--- src/rtl/instruction_loader.sv ---
// instruction_loader: streams a count-prefixed byte program into a 32-bit instruction memory.
// Optional trailing XOR checksum byte when LOADER_CHECKSUM_EN is defined.
module instruction_loader #(
  parameter int unsigned DEPTH = 32
) (
  input  logic        clk,
  input  logic        reset,
  input  logic        start,
  input  logic        in_valid,
  input  logic [7:0]  in_byte,
  output logic        in_ready,
  output logic        wr_en,
  output logic [31:0] wr_addr,
  output logic [31:0] wr_data,
  output logic        busy,
  output logic        cpu_reset,
  output logic        done,
  output logic        err
);
`ifdef LOADER_CHECKSUM_EN
  typedef enum logic [2:0] {IDLE, COUNT, DATA, WRITE, CHECK, FINISH} state_t;
  localparam state_t LAST_NEXT = CHECK;
`else
  typedef enum logic [2:0] {IDLE, COUNT, DATA, WRITE, FINISH} state_t;
  localparam state_t LAST_NEXT = FINISH;
`endif
  state_t state, state_n;
  logic [7:0] n, word_idx;
  logic [1:0] byte_idx;
  logic [31:0] word;
  logic accept, last, count_bad;
`ifdef LOADER_CHECKSUM_EN
  logic [7:0] csum;
  assign in_ready = state inside {COUNT, DATA, CHECK};
`else
  assign in_ready = state inside {COUNT, DATA};
`endif
  assign accept = in_valid && in_ready;
  assign last = word_idx + 8'd1 == n;
  assign count_bad = in_byte == 8'd0 || {24'd0, in_byte} > DEPTH;
  assign wr_en = state == WRITE;
  assign done = state == FINISH;
  assign busy = state != IDLE && state != FINISH;
  assign cpu_reset = busy;
  always_ff @(posedge clk)
    state <= reset ? IDLE : state_n;
  always_comb begin
    state_n = state;
    case (state)
      IDLE:   state_n = start ? COUNT : IDLE;
      COUNT:  state_n = accept ? (count_bad ? FINISH : DATA) : COUNT;
      DATA:   state_n = accept && byte_idx == 2'd3 ? WRITE : DATA;
      WRITE:  state_n = last ? LAST_NEXT : DATA;
`ifdef LOADER_CHECKSUM_EN
      CHECK:  state_n = accept ? FINISH : CHECK;
`endif
      FINISH: state_n = IDLE;
      default: state_n = IDLE;
    endcase
  end
  // Words are assembled by shifting in at the top, so the first byte lands in bits 7:0.
  always_ff @(posedge clk) begin
    if (reset) begin
      n <= '0;
      word_idx <= '0;
      byte_idx <= '0;
      word <= '0;
      wr_addr <= '0;
      wr_data <= '0;
      err <= 1'b0;
`ifdef LOADER_CHECKSUM_EN
      csum <= '0;
`endif
    end else begin
      if (state == IDLE && start) err <= 1'b0;
      if (state == COUNT && accept) begin
        n <= in_byte;
        word_idx <= '0;
        byte_idx <= '0;
        if ({24'd0, in_byte} > DEPTH) err <= 1'b1;
`ifdef LOADER_CHECKSUM_EN
        csum <= '0;
`endif
      end
      if (state == DATA && accept) begin
        word <= {in_byte, word[31:8]};
        byte_idx <= byte_idx + 2'd1;
`ifdef LOADER_CHECKSUM_EN
        csum <= csum ^ in_byte;
`endif
        if (byte_idx == 2'd3) begin
          wr_addr <= {22'd0, word_idx, 2'b00};
          wr_data <= {in_byte, word[31:8]};
        end
      end
      if (state == WRITE) word_idx <= word_idx + 8'd1;
`ifdef LOADER_CHECKSUM_EN
      if (state == CHECK && accept && in_byte != csum) err <= 1'b1;
`endif
    end
  end
endmodule
--- config.mk ---
export PLATFORM = sky130hd
export DESIGN_NAME = instruction_loader
export DESIGN_NICKNAME = d
export VERILOG_FILES = /design/src/rtl/instruction_loader.sv
export SDC_FILE = /design/constraint.sdc
export NUM_CORES = 1
export LEC_CHECK = 0
export ABC_CLOCK_PERIOD_IN_PS = 2000
export BUFFER_PORTS_ARGS = -buffer_cell sky130_fd_sc_hd__buf_2
export CORE_AREA = 10 10 102 104
export DETAILED_ROUTE_END_ITERATION = 12
export DIE_AREA = 0 0 112 114
export PLACE_DENSITY = 0.7
export SYNTH_ARGS = -nofsm -noshare
export SYNTH_HDL_FRONTEND = slang
export SYNTH_SLANG_ARGS = --single-unit
--- constraint.sdc ---
create_clock -name clk -period 2 [get_ports clk]
set_input_delay 0.4 -clock clk [delete_from_list [all_inputs] [get_ports clk]]
set_output_delay 0.4 -clock clk [all_outputs]
set_load 0.005 [all_outputs]
# Yosys cells after proc, flatten, opt, wreduce, memory -nomap -nowiden
# Index checks and enable logic that the tools add are counted.
classes:
  n_mux: 13
  reduce_logical: 14
  magnitude_cmp: 1
  eq_ne: 7
  n_addsub: 2
op_table:
  columns: ["cell", "n"]
  rows:
  - ["$mux W8", 2]
  - ["$pmux W3 S4", 1]
  - ["$mux W3", 3]
  - ["$add A8 B1 Y8 const B", 1]
  - ["$eq A8 B8 Y1", 1]
  - ["$gt A8 B6 Y1 const B", 1]
  - ["$logic_not A8 Y1", 1]
  - ["$eq A3 B2 Y1 const B", 2]
  - ["$logic_and A1 B1 Y1", 6]
  - ["$reduce_bool A2 Y1", 3]
  - ["$mux W1", 5]
  - ["$mux W2", 2]
  - ["$eq A3 B1 Y1 const B", 1]
  - ["$eq A3 B3 Y1 const B", 1]
  - ["$logic_not A3 Y1", 1]
  - ["$ne A3 B3 Y1 const B", 1]
  - ["$reduce_bool A3 Y1", 1]
  - ["$add A2 B1 Y2 const B", 1]
  - ["$eq A2 B2 Y1 const B", 1]
  - ["$reduce_and A2 Y1", 1]
  - ["$logic_or A1 B1 Y1", 1]
totals:
  wordCells: 45
  regBits: 94
  out_inout_bits: 70
  input_bits: 12

# Logic depth before layout (Yosys ltp)
logic_depth:
  depth_word: 6
  depth_mapped: 8
  depth_no_buf: 6

# Least setup slack after synthesis
# OpenSTA, ideal clock, no wires.
synth_timing:
  path_type: "register to register"
  from: "register word_idx[0]"
  to: "register state[1]"
  required_ns: 1.885
  setup_time_ns: 0.115
  arrival_ns: 1.492
  path_buffers: 0
  stages_incl_launch_ff: 7
  period_less_slack_ns: 1.606
  setup_slack_ns: 0.394
  cell_sequence: "dfxtp_1 > ha_1 > and3_2 > and3_1 > xnor2_1 > nand4_1 > o21a_1"
synth_between:
  elab_chain_cells: 4
synth_rtl:
  columns: ["element", "line", "text"]
  rows:
  - ["start, declared", "28", "logic [7:0] n, word_idx;"]
  - ["start signal, assigned", "96", "if (state == WRITE) word_idx <= word_idx + 8'd1;"]
  - ["$add A8 B1 Y8", "39", "assign last = word_idx + 8'd1 == n;"]
  - ["$eq A8 B8 Y1", "39", null]
  - ["$mux W3", "53", "WRITE: state_n = last ? LAST_NEXT : DATA;"]
  - ["$pmux W3 S4", "49", "case (state)"]
  - ["end signal, assigned", "46", "state <= reset ? IDLE : state_n;"]
  - ["end, declared", "27", "state_t state, state_n;"]
# No other way between the ends.
# A chain may end at the register's enable or synchronous reset.

# Worst setup path after layout
layout_timing:
  from: "register state[0]"
  to: "output port wr_en"
layout_between:
  elab_chain_cells: 1
layout_rtl:
  columns: ["element", "line", "text"]
  rows:
  - ["$eq A3 B2 Y1", "41", "assign wr_en = state == WRITE;"]
  - ["end, declared", "12", "output logic wr_en,"]
# No other way between the ends.

==> flow_metrics.tcl <==
set metrics [dict create \
    critPathTopFamily "flip-flops" \
    hp-class "in2reg" \
    dpl.cell_count 616 \
    crit_chain "nand3b_1, inv_1, buf_2" \
    arrival_ps 1450 \
    grt_overflow 0 \
    cts_setup_buffers 0 \
    final_cell_mix "nand2_1, dfxtp_1, a21oi_1, buf_2, conb_1" \
    start_kind "flip-flop" \
    cts_buffers 9 \
    synth_edf_count 0 \
    die_y_um 114 \
    clockBufferDepth 2 \
    hold_viol_final 0 \
    pwr-share-seq 0.554 \
    synth_warnings 0 \
    maxSlewViolCount 0 \
    timing.final.crit_share 0.923 \
    cts_hold_buf 0 \
    grt_pass1_wl_mm 14.5 \
    htreeDepth 3 \
    portBuffers 57 \
    crit_slowest_cell "dfxtp_1" \
    wirelength_mm 8.84 \
    critPathLaunch "state[0]" \
    die_width_um 112 \
    worstPathMaxFanout 8 \
    wl_per_cell_um 14.0 \
    cts_tree "yes" \
    routed-wl-met3_um 735 \
    min_period_ps 1850 \
    areaGrowthSynthToFinish_pct 11.7 \
    met1_length_mm 3.79 \
    p_sw_mw 0.770 \
    start_util 0.437 \
    outcome "completed" \
    r2r_end "state[2]" \
    dr_wl_met2_mm 4.15 \
    switching_share 0.246 \
    clkPwrFrac 0.401 \
    yosysTopAreaCellShare 0.466 \
    grt_util_all_layers 0.134 \
    dp_hpwl_mm 6.40 \
    p_leak_nw 1.63 \
    rsz0062_at_grt "false" \
    syn_area_per_cell_um2 7.77 \
    die_area_mm2 0.0128 \
    synth_area_leader_cell "dfxtp_1" \
    vias_per_cell 5.04 \
    drt_iter0_markers 229 \
    path_class "reg2out" \
    antenna_found_initial 1 \
    grt_max_degree 52 \
    peakVddDrop_mv 0.437 \
    setup_violations 0 \
    grt_pass1_vias 3044 \
    nNetsFinal 533 \
    p_int_mw 2.36 \
    io_pins 82 \
    cp-end-kind "output pin" \
    cts_sinks 86 \
    crit_buf_inv 2 \
    critPathMaxStageDelay_ps 510 \
    clk_pin_slew_worst_paths_ps 90 \
    clock_latency_ps 360 \
    synth-async-reset-ratio 0 \
    syn_inst 476 \
    fmax_mhz 542 \
    drtPass1Iterations 5 \
    synth_area_leaders "dfxtp_1, nand2_1, a21oi_1" \
    ant_nets 0 \
    vias 3188 \
    dr.max_layer_used "met4" \
    yosysUniqueCellTypes 46 \
    synth_area_mm2 0.00370 \
    synth-seq-area-share 0.466 \
    drv_cap 0 \
    drive_gt1_frac 0.174 \
    fin_tns_setup_ps 0 \
    total_power_mw 3.13 \
    post-route-drc-count 0 \
    worst-path-stages 3 \
    worst_r2r_path_depth 6 \
    combPwrFrac 0.045 \
    cts_root_buf "clkbuf_8" \
    timing.rr.start "word_idx[0]" \
    endpoint "wr_en" \
    rows 34 \
    cts_resized 0 \
    skew_ps 17.1 \
    synth_ff_type "dfxtp_1" \
    globalplace.congestion 0.904 \
    ys_ff_latch 86 \
    stdcell_count 633 \
    final_common_cell "nand2_1" \
    p_per_area_mw_per_mm2 758 \
    worstPathRequired_ps 1600 \
    fp.coreArea_mm2 0.00847 \
    r2r_setup_slack_ps 240 \
]
-- per-layer routing --
| metal | vias to the layer above | global-route usage |
|---|---|---|
| met4 | 0 | 0.0482 |
| met3 | 11 | 0.0472 |
| met5 | - | 0 |
| met2 | 97 | 0.222 |
| li1 | 1601 | - |
| met1 | 1479 | 0.158 |
-- tightest hold or removal path, delay by kind of cell --
kind                   cells  cell delay [ps]
AND/OR/NAND/NOR            1               50
buffers and inverters      1              120
AO/OA/AOI/OAI              1               50
-- registers in the layout (all words and copies together), names as in the netlist --
| name | cells |
|---|---|
| wr_data | 32 |
| byte_idx | 2 |
| n | 8 |
| state | 3 |
| err | 1 |
| wr_addr | 8 |
| word_idx | 8 |
| word | 24 |
-- kinds of logic (layout without fill, tap and decap cells) --
| logic type | after synthesis | count (layout) | share of synthesized area |
|---|---|---|---|
| buf+inv | 63 | 88 | 0.105 |
| other cells | 1 | 25 | 0.00101 |
| flops | 86 | 86 | 0.466 |
| xor+xnor | 10 | 10 | 0.0237 |
| compound gates | 103 | 103 | 0.153 |
| fa+ha+maj | 2 | 2 | 0.00677 |
| mux | 1 | 1 | 0.00271 |
| simple gates | 210 | 210 | 0.242 |
-- power by group through the flow --
stage | sequential, mW | combinational [mW] | clock, mW
after CTS | 1.73 | 0.139 | 1.27
after floorplan | 1.77 | 0.132 | 0
after global placement | 1.77 | 0.135 | 0
after detailed placement | 1.77 | 0.138 | 0
after global routing | 1.74 | 0.158 | 1.36
final | 1.73 | 0.141 | 1.25
-- cells in the mapped netlist, types with 4 or more instances --
cell      count
xor2_1        4
xnor2_1       6
nor2_1       18
inv_1         5
nand3_1       6
buf_2        11
a21oi_1      81
nor3_1        5
nand2_1     155
nor2b_1       4
nand3b_1      4
clkbuf_1     11
dfxtp_1      86
o21ai_0       5
buf_4        32
-- stage by stage --
step	hold slack, ps	setup WS [ps]	utilization	area [µm²]
global placement	441	318	0.463	3920
global route	309	7.47	0.488	4130
floorplan	432	394	-	3780
detailed placement	446	279	0.463	3920
CTS	304	141	0.487	4130
finish	311	154	0.488	4130
-- area by class of cell --
type	count	area, µm²
fill	868	4340
inverter	5	18.8
clock inverter	7	78.8
sequential	86	1720
tap	108	135
timing repair buffer	67	373
antenna	1	2.50
multi-input combinational	350	1680
clock buffer	9	124
-- worst min path at each step --
stage          slack [ps]         from     endpoint  cells after the start
2_1_floorplan         430      word[8]   wr_data[0]                      2
3_3_place_gp          440  wr_data[27]  wr_data[27]                      2
3_5_place_dp          450  wr_data[30]  wr_data[30]                      2
4_1_cts               300   in_byte[3]         n[3]                      3
5_1_grt               310   in_byte[3]         n[3]                      3
6_report              310   in_byte[3]         n[3]                      3
No activity file was read; power rests on OpenSTA's default activity.
